## src/rtl/spi_slave_if_pkg.sv

```systemverilog
// Shared types and constants for the SPI slave front end.
// States, command encodings and frame lengths.
package spi_pkg;

  typedef enum logic [2:0] {
    IDLE,
    CHK_CMD,
    WRITE,
    READ_ADD,
    READ_DATA
  } state_t;

  localparam logic [1:0] CMD_WR_ADDR = 2'b00;
  localparam logic [1:0] CMD_WR_DATA = 2'b01;
  localparam logic [1:0] CMD_RD_ADDR = 2'b10;
  localparam logic [1:0] CMD_RD_DATA = 2'b11;

  localparam int RX_BITS = 10;
  localparam int TX_BITS = 8;

  function automatic logic [3:0] sat_inc(input logic [3:0] value, input logic [3:0] limit);
    return (value >= limit) ? limit : value + 4'd1;
  endfunction

endpackage

```

## src/rtl/spi_slave_if_if.sv

```systemverilog
// Serial pins plus the RAM-facing word/byte handshake of the SPI slave.
interface spi_slave_bus_if #(parameter int DATA_W = 8);

  logic              MOSI;
  logic              SS_n;
  logic              MISO;
  logic [DATA_W+1:0] rx_data;
  logic              rx_valid;
  logic [DATA_W-1:0] tx_data;
  logic              tx_valid;

  modport slave (
    input  MOSI, SS_n, tx_data, tx_valid,
    output MISO, rx_data, rx_valid
  );

  modport master (
    output MOSI, SS_n, tx_data, tx_valid,
    input  MISO, rx_data, rx_valid
  );

endinterface

```

## src/rtl/spi_slave_if_tx_serializer.sv

```systemverilog
// Loads the RAM read byte and shifts it out MSB first; done marks the cycle bit 0 is on MISO.
module spi_tx_serializer #(
  parameter int DATA_W = 8
) (
  input  logic              clk,
  input  logic              rst,
  input  logic              load,
  input  logic              shift,
  input  logic              last,
  input  logic [DATA_W-1:0] data,
  output logic              miso,
  output logic              done
);

  logic [DATA_W-1:0] shreg;

  // MISO falls back to 0 on any cycle that is not an active shift.
  always_ff @(posedge clk) begin
    if (rst) begin
      shreg <= '0;
      miso  <= 1'b0;
      done  <= 1'b0;
    end else if (load) begin
      shreg <= data;
      miso  <= 1'b0;
      done  <= 1'b0;
    end else if (shift) begin
      miso  <= shreg[DATA_W-1];
      shreg <= {shreg[DATA_W-2:0], 1'b0};
      done  <= last;
    end else begin
      miso  <= 1'b0;
      done  <= 1'b0;
    end
  end

endmodule

```

## src/rtl/spi_slave_if.sv

```systemverilog
// SPI slave front end: 10-bit MOSI frames to the RAM, RAM read byte back on MISO.
// Define SPI_FRAME_ERR_EN to add the frame_err abort strobe.
module spi_slave_if
  import spi_pkg::*;
#(
  parameter int DATA_W = 8,
  parameter int CMD_W  = 2
) (
  input  logic            clk,
  input  logic            rst,
  spi_slave_bus_if.slave  bus
`ifdef SPI_FRAME_ERR_EN
  ,
  output logic            frame_err
`endif
);

  localparam logic [3:0] RX_LAST = 4'(RX_BITS - 1);
  localparam logic [3:0] TX_LAST = 4'(TX_BITS - 1);

  state_t state, state_nxt;
  logic [3:0] cnt;
  logic [DATA_W+CMD_W-2:0] rx_shift;
  logic rx_done, tx_loaded, rd_addr_seen;
  logic shift_in, frame_done, load, shift_out, ser_done, rd_clear, incomplete;

  // Frame type comes from the first bit; SS_n high anywhere but IDLE aborts.
  always_comb begin
    state_nxt  = state;
    shift_in   = 1'b0;
    frame_done = 1'b0;
    load       = 1'b0;
    shift_out  = 1'b0;
    rd_clear   = 1'b0;
    incomplete = 1'b0;
    case (state)
      IDLE:     if (!bus.SS_n) state_nxt = CHK_CMD;
      CHK_CMD: begin
        shift_in   = 1'b1;
        incomplete = 1'b1;
        if (!bus.MOSI)         state_nxt = WRITE;
        else if (rd_addr_seen) state_nxt = READ_DATA;
        else                   state_nxt = READ_ADD;
      end
      WRITE, READ_ADD: begin
        if (!rx_done) begin
          shift_in   = 1'b1;
          incomplete = 1'b1;
          frame_done = (cnt == RX_LAST);
        end
      end
      READ_DATA: begin
        if (!rx_done) begin
          shift_in   = 1'b1;
          incomplete = 1'b1;
          frame_done = (cnt == RX_LAST);
        end else if (!tx_loaded) begin
          load = bus.tx_valid;
        end else if (!ser_done) begin
          shift_out  = 1'b1;
          incomplete = 1'b1;
        end else begin
          rd_clear  = 1'b1;
          state_nxt = IDLE;
        end
      end
      default:  state_nxt = IDLE;
    endcase
    if (state != IDLE && bus.SS_n) begin
      state_nxt  = IDLE;
      shift_in   = 1'b0;
      frame_done = 1'b0;
      load       = 1'b0;
      shift_out  = 1'b0;
    end
  end

  always_ff @(posedge clk) begin
    if (rst) begin
      state        <= IDLE;
      cnt          <= 4'd0;
      rx_shift     <= '0;
      bus.rx_data  <= '0;
      bus.rx_valid <= 1'b0;
      rx_done      <= 1'b0;
      tx_loaded    <= 1'b0;
      rd_addr_seen <= 1'b0;
    end else begin
      state        <= state_nxt;
      bus.rx_valid <= frame_done;
      if (state_nxt == IDLE) begin
        cnt       <= 4'd0;
        rx_done   <= 1'b0;
        tx_loaded <= 1'b0;
      end else if (shift_in) begin
        rx_shift <= {rx_shift[DATA_W+CMD_W-3:0], bus.MOSI};
        cnt      <= sat_inc(cnt, RX_LAST);
        if (frame_done) begin
          rx_done     <= 1'b1;
          bus.rx_data <= {rx_shift, bus.MOSI};
        end
      end else if (load) begin
        tx_loaded <= 1'b1;
        cnt       <= 4'd0;
      end else if (shift_out) begin
        cnt <= sat_inc(cnt, TX_LAST);
      end
      if (frame_done && state == READ_ADD) rd_addr_seen <= 1'b1;
      else if (rd_clear)                   rd_addr_seen <= 1'b0;
    end
  end

`ifdef SPI_FRAME_ERR_EN
  always_ff @(posedge clk) begin
    if (rst) frame_err <= 1'b0;
    else     frame_err <= (state != IDLE) && bus.SS_n && incomplete;
  end
`endif

  spi_tx_serializer #(.DATA_W(DATA_W)) u_tx (
    .clk   (clk),
    .rst   (rst),
    .load  (load),
    .shift (shift_out),
    .last  (cnt == TX_LAST),
    .data  (bus.tx_data),
    .miso  (bus.MISO),
    .done  (ser_done)
  );

endmodule

```

## src/flat_wrapper.sv

```systemverilog
// flat-port wrapper written by rule: the top's interface ports become plain ports
module spi_slave_if_flat import spi_pkg::*;
#(
  parameter int DATA_W = 8,
  parameter int CMD_W  = 2
)
  (clk, rst, bus_MOSI, bus_SS_n, bus_tx_data, bus_tx_valid, bus_MISO, bus_rx_data, bus_rx_valid);
  spi_slave_bus_if #(.DATA_W(DATA_W)) bus_i ();
  input  logic clk;
  input  logic rst;
  input wire logic [$bits(bus_i.MOSI)-1:0] bus_MOSI;
  input wire logic [$bits(bus_i.SS_n)-1:0] bus_SS_n;
  input wire logic [$bits(bus_i.tx_data)-1:0] bus_tx_data;
  input wire logic [$bits(bus_i.tx_valid)-1:0] bus_tx_valid;
  output wire logic [$bits(bus_i.MISO)-1:0] bus_MISO;
  output wire logic [$bits(bus_i.rx_data)-1:0] bus_rx_data;
  output wire logic [$bits(bus_i.rx_valid)-1:0] bus_rx_valid;
  assign bus_i.MOSI = bus_MOSI;
  assign bus_i.SS_n = bus_SS_n;
  assign bus_i.tx_data = bus_tx_data;
  assign bus_i.tx_valid = bus_tx_valid;
  assign bus_MISO = bus_i.MISO;
  assign bus_rx_data = bus_i.rx_data;
  assign bus_rx_valid = bus_i.rx_valid;
  spi_slave_if #(.DATA_W(DATA_W), .CMD_W(CMD_W)) u_core (.clk(clk), .rst(rst), .bus(bus_i));
endmodule
```

## config.mk

```make
export PLATFORM = sky130hd
export DESIGN_NAME = spi_slave_if_flat
export DESIGN_NICKNAME = d
export VERILOG_FILES = /design/src/rtl/spi_slave_if_pkg.sv /design/src/rtl/spi_slave_if_if.sv /design/src/rtl/spi_slave_if_tx_serializer.sv /design/src/rtl/spi_slave_if.sv /design/src/flat_wrapper.sv
export SDC_FILE = /design/constraint.sdc
export NUM_CORES = 1
export LEC_CHECK = 0
export CAP_MARGIN = 5
export CORE_AREA = 2 2 59 61
export DETAILED_ROUTE_END_ITERATION = 6
export DIE_AREA = 0 0 61 63
export PLACE_DENSITY = 0.81
export SLEW_MARGIN = 20
export SYNTH_ARGS = -nofsm -noshare
export SYNTH_HDL_FRONTEND = slang
export SYNTH_SLANG_ARGS = --single-unit
```

## constraint.sdc

```tcl
create_clock -name clk -period 2.45 [get_ports clk]
set_input_delay 0.49 -clock clk [delete_from_list [all_inputs] [get_ports clk]]
set_output_delay 0.49 -clock clk [all_outputs]
set_load 0.02 [all_outputs]
```

==> flow_metrics.py, run 1 <==
metrics = {
    "status": {
        "outcome": "complete, no violations",
    },
    "critical_path": {
        "end_kind": "flip-flop",
        "start_kind": "flip-flop",
        "r2r_setup_slack_ns": 0.57,
        "cp_max_fo": 10,
        "required_ns": 2.71,
        "cp_top_family": "flip-flops",
        "crit_buf_inv": 1,
        "r2r_cells": 5,
        "max_stage_delay_ns": 0.60,
        "crit_arrival_ns": 2.14,
        "critical_path.slowest_cell": "dfxtp_1",
        "path_class": "reg2reg",
        "reg2reg_from": "u_core.state[1]",
        "crit_chain": "nor3b_2 > o31a_1 > buf_4 > mux2i_1 > nor2_1",
        "timing.rr.end": "u_core.rx_shift[1]",
    },
    "timing": {
        "maxSlewHeadroom": 0.656,
        "fmaxAchievable_ghz": 0.531,
        "period_share": 0.769,
        "finalSetupViolCount": 0,
        "slew_violations": 0,
        "tns_ns": 0,
        "hold_viol": 0,
        "rsz0062_at_grt": "no",
        "clock_skew_ns": 0.00555,
        "worstMarginPinSlew_ns": 0.515,
        "setup_ws_ns": 0.566,
        "period_needed_ns": 1.88,
    },
    "power": {
        "power.density_mw_per_mm2": 509,
        "p_seq_frac": 0.611,
        "power.leakage_uw": 0.000814,
        "ir_drop_v": 0.000417,
        "combPwrFrac": 0.060,
        "intPower_uw": 827,
        "power_uw": 1080,
        "swShare": 0.234,
        "p_sw_uw": 252,
        "clock_power_share": 0.329,
    },
    "clock_network": {
        "h-tree-depth": 2,
        "clock_sinks": 40,
        "cts_root_buf": "clkbuf_4",
        "cts_buffer_depth": 2,
        "cts_tree": "built",
        "cts-resized-gates": 0,
        "cts_setup_buffers": 0,
        "numCtsBuffers": 5,
        "insertion_delay_ns": 0.35,
        "ctsHoldBuffers": 0,
        "path_clk_slew_ns": 0.11,
    },
    "die": {
        "io_pins": 25,
        "die_y_um": 63,
        "core.rowCount": 21,
        "fp.dieW_um": 61,
        "start_util": 0.547,
        "dieArea_mm2": 0.00384,
        "core_mm2": 0.00323,
    },
    "hold_path": {
        "min_path_type": "reg2reg",
        "holdPathStages": 2,
        "holdPathEnd": "u_core.u_tx.shreg[6]",
        "hp-start": "u_core.u_tx.shreg[6]",
    },
    "drt": {
        "vias_per_cell": 5.51,
        "postRouteAntennaNets": 0,
        "vias": 1438,
        "wl_met3_um": 221,
        "wl_met1_mm": 1.62,
        "drt_iter0_markers": 126,
        "wl_per_cell_um": 13.8,
        "highest_layer": "met4",
        "wl_met2_mm": 1.69,
        "drc": 0,
        "firstDrtPassIters": 5,
        "routed_wl_mm": 3.60,
    },
    "synth": {
        "synthArstFlopShare": 0,
        "avgSynthCellArea_um2": 9.41,
        "yosysWarnings": 0,
        "yosys.cell_types.count": 46,
        "synth-edff-count": 0,
        "synth_flop_cell": "dfxtp_1",
        "yosysTopAreaCell": "dfxtp_1",
        "ys_ff_latch": 40,
        "yosys-top-cells-area": "dfxtp_1 45%, mux2i_1 11%, nor2_1 5.3%",
        "syn_nets": 204,
        "syn_area_mm2": 0.00177,
        "synth-seq-area-share": 0.453,
        "synth_top_area_frac": 0.453,
        "synthCells": 188,
    },
    "final_layout": {
        "nets": 230,
        "layout_commonest_cell": "dfxtp_1",
        "fill_cells": 283,
        "areaGrowthSynthToFinish_pct": 19.9,
        "num_antenna_cells": 0,
        "drive_gt1_frac": 0.0977,
        "final_cell_mix": "40 x dfxtp_1, 25 x nor2_1, 24 x clkdlybuf4s50_1",
        "final_area_mm2": 0.00212,
    },
    "place": {
        "place_area_mm2": 0.00206,
        "place_ws_ns": 0.238,
        "gp_congestion": 0.868,
        "portBuffers": 24,
        "dpl.hpwl_mm": 2.62,
    },
    "global_routing": {
        "grt_pass1_wl_mm": 6.13,
        "antenna_found_initial": 0,
        "overflow": 0,
        "grt_max_degree": 22,
        "grt_pass1_vias": 1384,
        "grt_usage": 0.210,
    },
    "job": {
        "maxCapViolCount": 0,
    },
}
[how the worst max path moves through the flow]
stage,start,end,slack (ns),cells after the start
2_1_floorplan,bus_SS_n,u_core.cnt[2],0.91,4
3_3_place_gp,bus_SS_n,u_core.u_tx.shreg[1],0.38,5
3_5_place_dp,bus_SS_n,u_core.u_tx.shreg[1],0.24,5
4_1_cts,u_core.state[1],u_core.rx_shift[1],0.57,5
5_1_grt,u_core.state[2],u_core.u_tx.shreg[1],0.44,4
6_report,u_core.state[1],u_core.rx_shift[1],0.57,5
[sequential cells by signal (all words and copies together) (netlist names)]
name                 flops
u_core.u_tx.miso         1
u_core.u_tx.done         1
u_core.rx_shift          9
u_core.bus.rx_valid      1
u_core.state             3
u_core.tx_loaded         1
u_core.u_tx.shreg        8
u_core.rd_addr_seen      1
u_core.rx_done           1
u_core.cnt               4
u_core.bus.rx_data      10
[layer usage]
layer  GRT usage  up-vias
met2       0.319       44
met5           0        -
met3      0.0663        7
li1            -      719
met4      0.0788        0
met1       0.275      668
[cells in the mapped netlist, drive strengths merged, types with 2 or more instances]
master,instances
dfxtp,40
nor2,25
mux2i,19
nand2,15
a21oi,10
buf,7
inv,7
a22oi,6
clkbuf,5
and2,4
o21ai,4
a211oi,3
a21boi,3
ha,3
nor3,3
nor4b,3
a311oi,2
a31oi,2
and3,2
and3b,2
nand3,2
nor3b,2
nor4,2
o211ai,2
o31ai,2
[per-stage QoR]
| step | utilization | hold WS (ns) | cells |
|---|---|---|---|
| 6_report | 0.657 | 0.465 | 261 |
| 3_5_place_dp | 0.637 | 0.450 | 253 |
| 3_3_place_gp | 0.637 | 0.442 | 253 |
| 5_1_grt | 0.657 | 0.490 | 261 |
| 2_1_floorplan | - | 0.432 | 188 |
| 4_1_cts | 0.657 | 0.466 | 261 |
[power by group through the flow]
stage | Clock [µW] | Combinational [µW] | Sequential [µW]
global route | 385 | 70.4 | 660
floorplan | 0 | 36.0 | 671
detailed placement | 0 | 64.6 | 674
global placement | 0 | 63.2 | 674
CTS | 359 | 65.0 | 659
finish | 355 | 65.1 | 659
[worst register-to-register path, delay by kind of cell, from the launching register on]
kind | cells | cell delay, ns
buf+inv | 1 | 0.25
mux | 1 | 0.23
compound gates | 1 | 0.31
simple gates | 2 | 0.39
flops | 1 | 0.60
[cell families after synthesis]
group | after synthesis | share of synthesized area
compound gates | 42 | 0.170
fa+ha+maj | 3 | 0.0212
buf+inv | 19 | 0.0488
flops | 40 | 0.453
mux | 19 | 0.107
simple gates | 65 | 0.199
[layout make-up]
cell class                 instances  area [µm²]  area share
timing repair buffer              31         293       0.138
clock buffer                       7        55.1      0.0259
inverter                           7        26.3      0.0124
multi-input combinational        129         882       0.416
clock inverter                     1        7.51     0.00354
tap                               46        57.6      0.0271
sequential                        40         801       0.377
Note: power is estimated with default switching activity, not from simulation.
==> run 2: changes to the inputs <==
--- a/config.mk
+++ b/config.mk
@@ -6,10 +6,10 @@
 export NUM_CORES = 1
 export LEC_CHECK = 0
 export CAP_MARGIN = 5
-export CORE_AREA = 2 2 59 61
+export CORE_AREA = 2 2 64 66
 export DETAILED_ROUTE_END_ITERATION = 6
-export DIE_AREA = 0 0 61 63
-export PLACE_DENSITY = 0.81
+export DIE_AREA = 0 0 66 68
+export PLACE_DENSITY = 0.73
 export SLEW_MARGIN = 20
 export SYNTH_ARGS = -nofsm -noshare
 export SYNTH_HDL_FRONTEND = slang
==> constraint.sdc (replaced) <==
create_clock -name clk -period 1.55 [get_ports clk]
set_input_delay 0.31 -clock clk [delete_from_list [all_inputs] [get_ports clk]]
set_output_delay 0.31 -clock clk [all_outputs]
set_load 0.02 [all_outputs]
==> run 2 against run 1 <==
  * First-iteration DRC count fell by 60%
  * Routed wire length fell by 1.8%
  * Combinational power rose by 90%
  * Clock skew fell by 0.00072 ns
  * Via count rose by 2.0%
  * Utilization fell by 5.9 points
  * Largest cell class unchanged
  * Register-to-register slack got worse by 0.52 ns
  * Cell count rose by 7.3%
  * Design area rose by 8.6%
  * Power rose by 73%
==> flow_metrics.py, run 2 (synthesis gave the netlist of run 1 again) <==
metrics = {
    "status": {
        "outcome": "complete, no violations",
    },
    "global_routing": {
        "grt_pass1_vias": 1350,
        "grt_pass1_wl_mm": 5.81,
        "grt_max_degree": 22,
        "grt_usage": 0.171,
        "antenna_found_initial": 0,
        "overflow": 0,
    },
    "place": {
        "place_area_mm2": 0.00219,
        "gp_congestion": 0.827,
        "dpl.hpwl_mm": 2.53,
        "portBuffers": 24,
    },
    "clock_network": {
        "cts_root_buf": "clkbuf_8",
        "h-tree-depth": 2,
        "cts_buffer_depth": 2,
        "insertion_delay_ns": 0.30,
        "clock_sinks": 40,
        "cts_tree": "built",
        "numCtsBuffers": 5,
        "path_clk_slew_ns": 0.08,
    },
    "final_layout": {
        "areaGrowthSynthToFinish_pct": 30.3,
        "regMostFlops": "u_core.bus.rx_data",
        "layout_commonest_cell": "dfxtp_1",
        "top_regs": "u_core.bus.rx_data (10), u_core.rx_shift (9), u_core.u_tx.shreg (8)",
        "final_area_mm2": 0.00230,
        "final_cell_mix": "35 x dfxtp_1, 25 x nor2_1, 20 x buf_4",
        "finish.utilization": 0.598,
        "nets": 245,
        "largest_register_ff_count": 10,
        "num_antenna_cells": 0,
        "drive_gt1_frac": 0.196,
    },
    "drt": {
        "drt_iter0_markers": 50,
        "drc": 0,
        "postRouteAntennaNets": 0,
        "routed_wl_mm": 3.53,
        "wl_per_cell_um": 12.6,
        "firstDrtPassIters": 4,
        "vias_per_cell": 5.24,
        "vias": 1467,
    },
    "power": {
        "power_uw": 1860,
        "ir_drop_v": 0.000903,
        "power.leakage_uw": 0.000993,
        "power.density_mw_per_mm2": 808,
    },
    "critical_path": {
        "cp_max_fo": 13,
        "max_stage_delay_ns": 0.38,
        "r2r_setup_slack_ns": 0.04,
        "critical_path.slowest_cell": "dfxtp_4",
        "cp_top_family": "simple AND/OR/NAND/NOR gates",
        "crit_chain": "nor4b_4 > o31a_1 > buf_12 > mux2i_2 > nor2_1",
        "required_ns": 1.74,
        "crit_arrival_ns": 1.70,
        "path_class": "reg2reg",
        "start_kind": "flip-flop",
        "crit_buf_inv": 1,
        "end_kind": "flip-flop",
    },
    "timing": {
        "hold_viol": 0,
        "finalSetupViolCount": 0,
        "maxSlewHeadroom": 0.759,
        "clock_skew_ns": 0.00483,
        "rsz0062_at_grt": "yes",
        "slew_violations": 0,
        "hold_slack_ns": 0.459,
        "period_needed_ns": 1.51,
        "worstMarginPinSlew_ns": 0.358,
        "period_share": 0.973,
        "fmaxAchievable_ghz": 0.663,
    },
    "die": {
        "core.rowCount": 23,
        "dieArea_mm2": 0.00449,
        "core_mm2": 0.00386,
        "start_util": 0.459,
        "io_pins": 25,
        "fp.dieW_um": 66,
        "die_y_um": 68,
    },
    "hold_path": {
        "min_path_type": "reg2reg",
    },
    "job": {
        "maxCapViolCount": 0,
    },
}
-- run 2: cell count changes in the layout (fill, tap and decap cells not counted), moves of 2 or more --
| cell | previous run | this run |
|---|---|---|
| dlymetal6s2s_1 | 0 | 2 |
| dfxtp_2 | 0 | 4 |
| dfxtp_1 | 40 | 35 |
| clkbuf_4 | 5 | 0 |
| buf_4 | 7 | 20 |
| clkbuf_8 | 1 | 5 |
| dlygate4sd2_1 | 0 | 10 |
| clkdlybuf4s50_1 | 24 | 12 |
-- run 2: final timing paths --
path                          endpoint                  from  depth (start not counted)
setup / recovery    u_core.rx_shift[8]       u_core.state[1]                          5
hold / removal    u_core.u_tx.shreg[3]  u_core.u_tx.shreg[3]                          2
setup reg to reg    u_core.rx_shift[8]       u_core.state[1]                          5
hold reg to reg   u_core.u_tx.shreg[3]  u_core.u_tx.shreg[3]                          2
-- run 2: worst min-delay path, delay by kind of cell (launching register included) --
kind            cells  cell delay (ns)
flops               1             0.31
compound gates      1             0.05
simple gates        1             0.05
-- run 2: final cells by class --
type | count | area, µm²
sequential | 40 | 810
fill | 358 | 1550
tap | 50 | 62.6
clock buffer | 5 | 68.8
timing repair buffer | 46 | 414
multi-input combinational | 129 | 900
clock inverter | 3 | 23.8
inverter | 7 | 26.3
-- run 2: report_power, final --
group | internal, µW | switching [µW]
Combinational | 69.4 | 54.7
Sequential | 1030 | 9.21
Clock | 318 | 380
Total | 1420 | 444
-- run 2: repair_timing --
action	4_1_cts	5_1_grt
pin swaps	1	5
setup endpoints to repair	25	21
setup buffers	0	0
hold buffers	0	0
resized for setup	13	10
-- run 2: per-layer routing --
| metal | global-route usage | wire (µm) | vias up |
|---|---|---|---|
| li1 | - | - | 749 |
| met1 | 0.213 | 1710 | 692 |
| met2 | 0.269 | 1620 | 19 |
| met3 | 0.0493 | 112 | 7 |
| met4 | 0.0918 | 89 | 0 |
| met5 | 0 | 0 | - |
-- run 2: stage by stage --
stage                     worst slack (ns)  cells  TNS, ns
final                               0.0412    280        0
after global routing               -0.0403    280   -0.131
after CTS                         0.000390    280        0
after detailed placement            -0.326    272    -7.17
after global placement              -0.286    272    -6.66
after floorplan                     0.0144    188        0
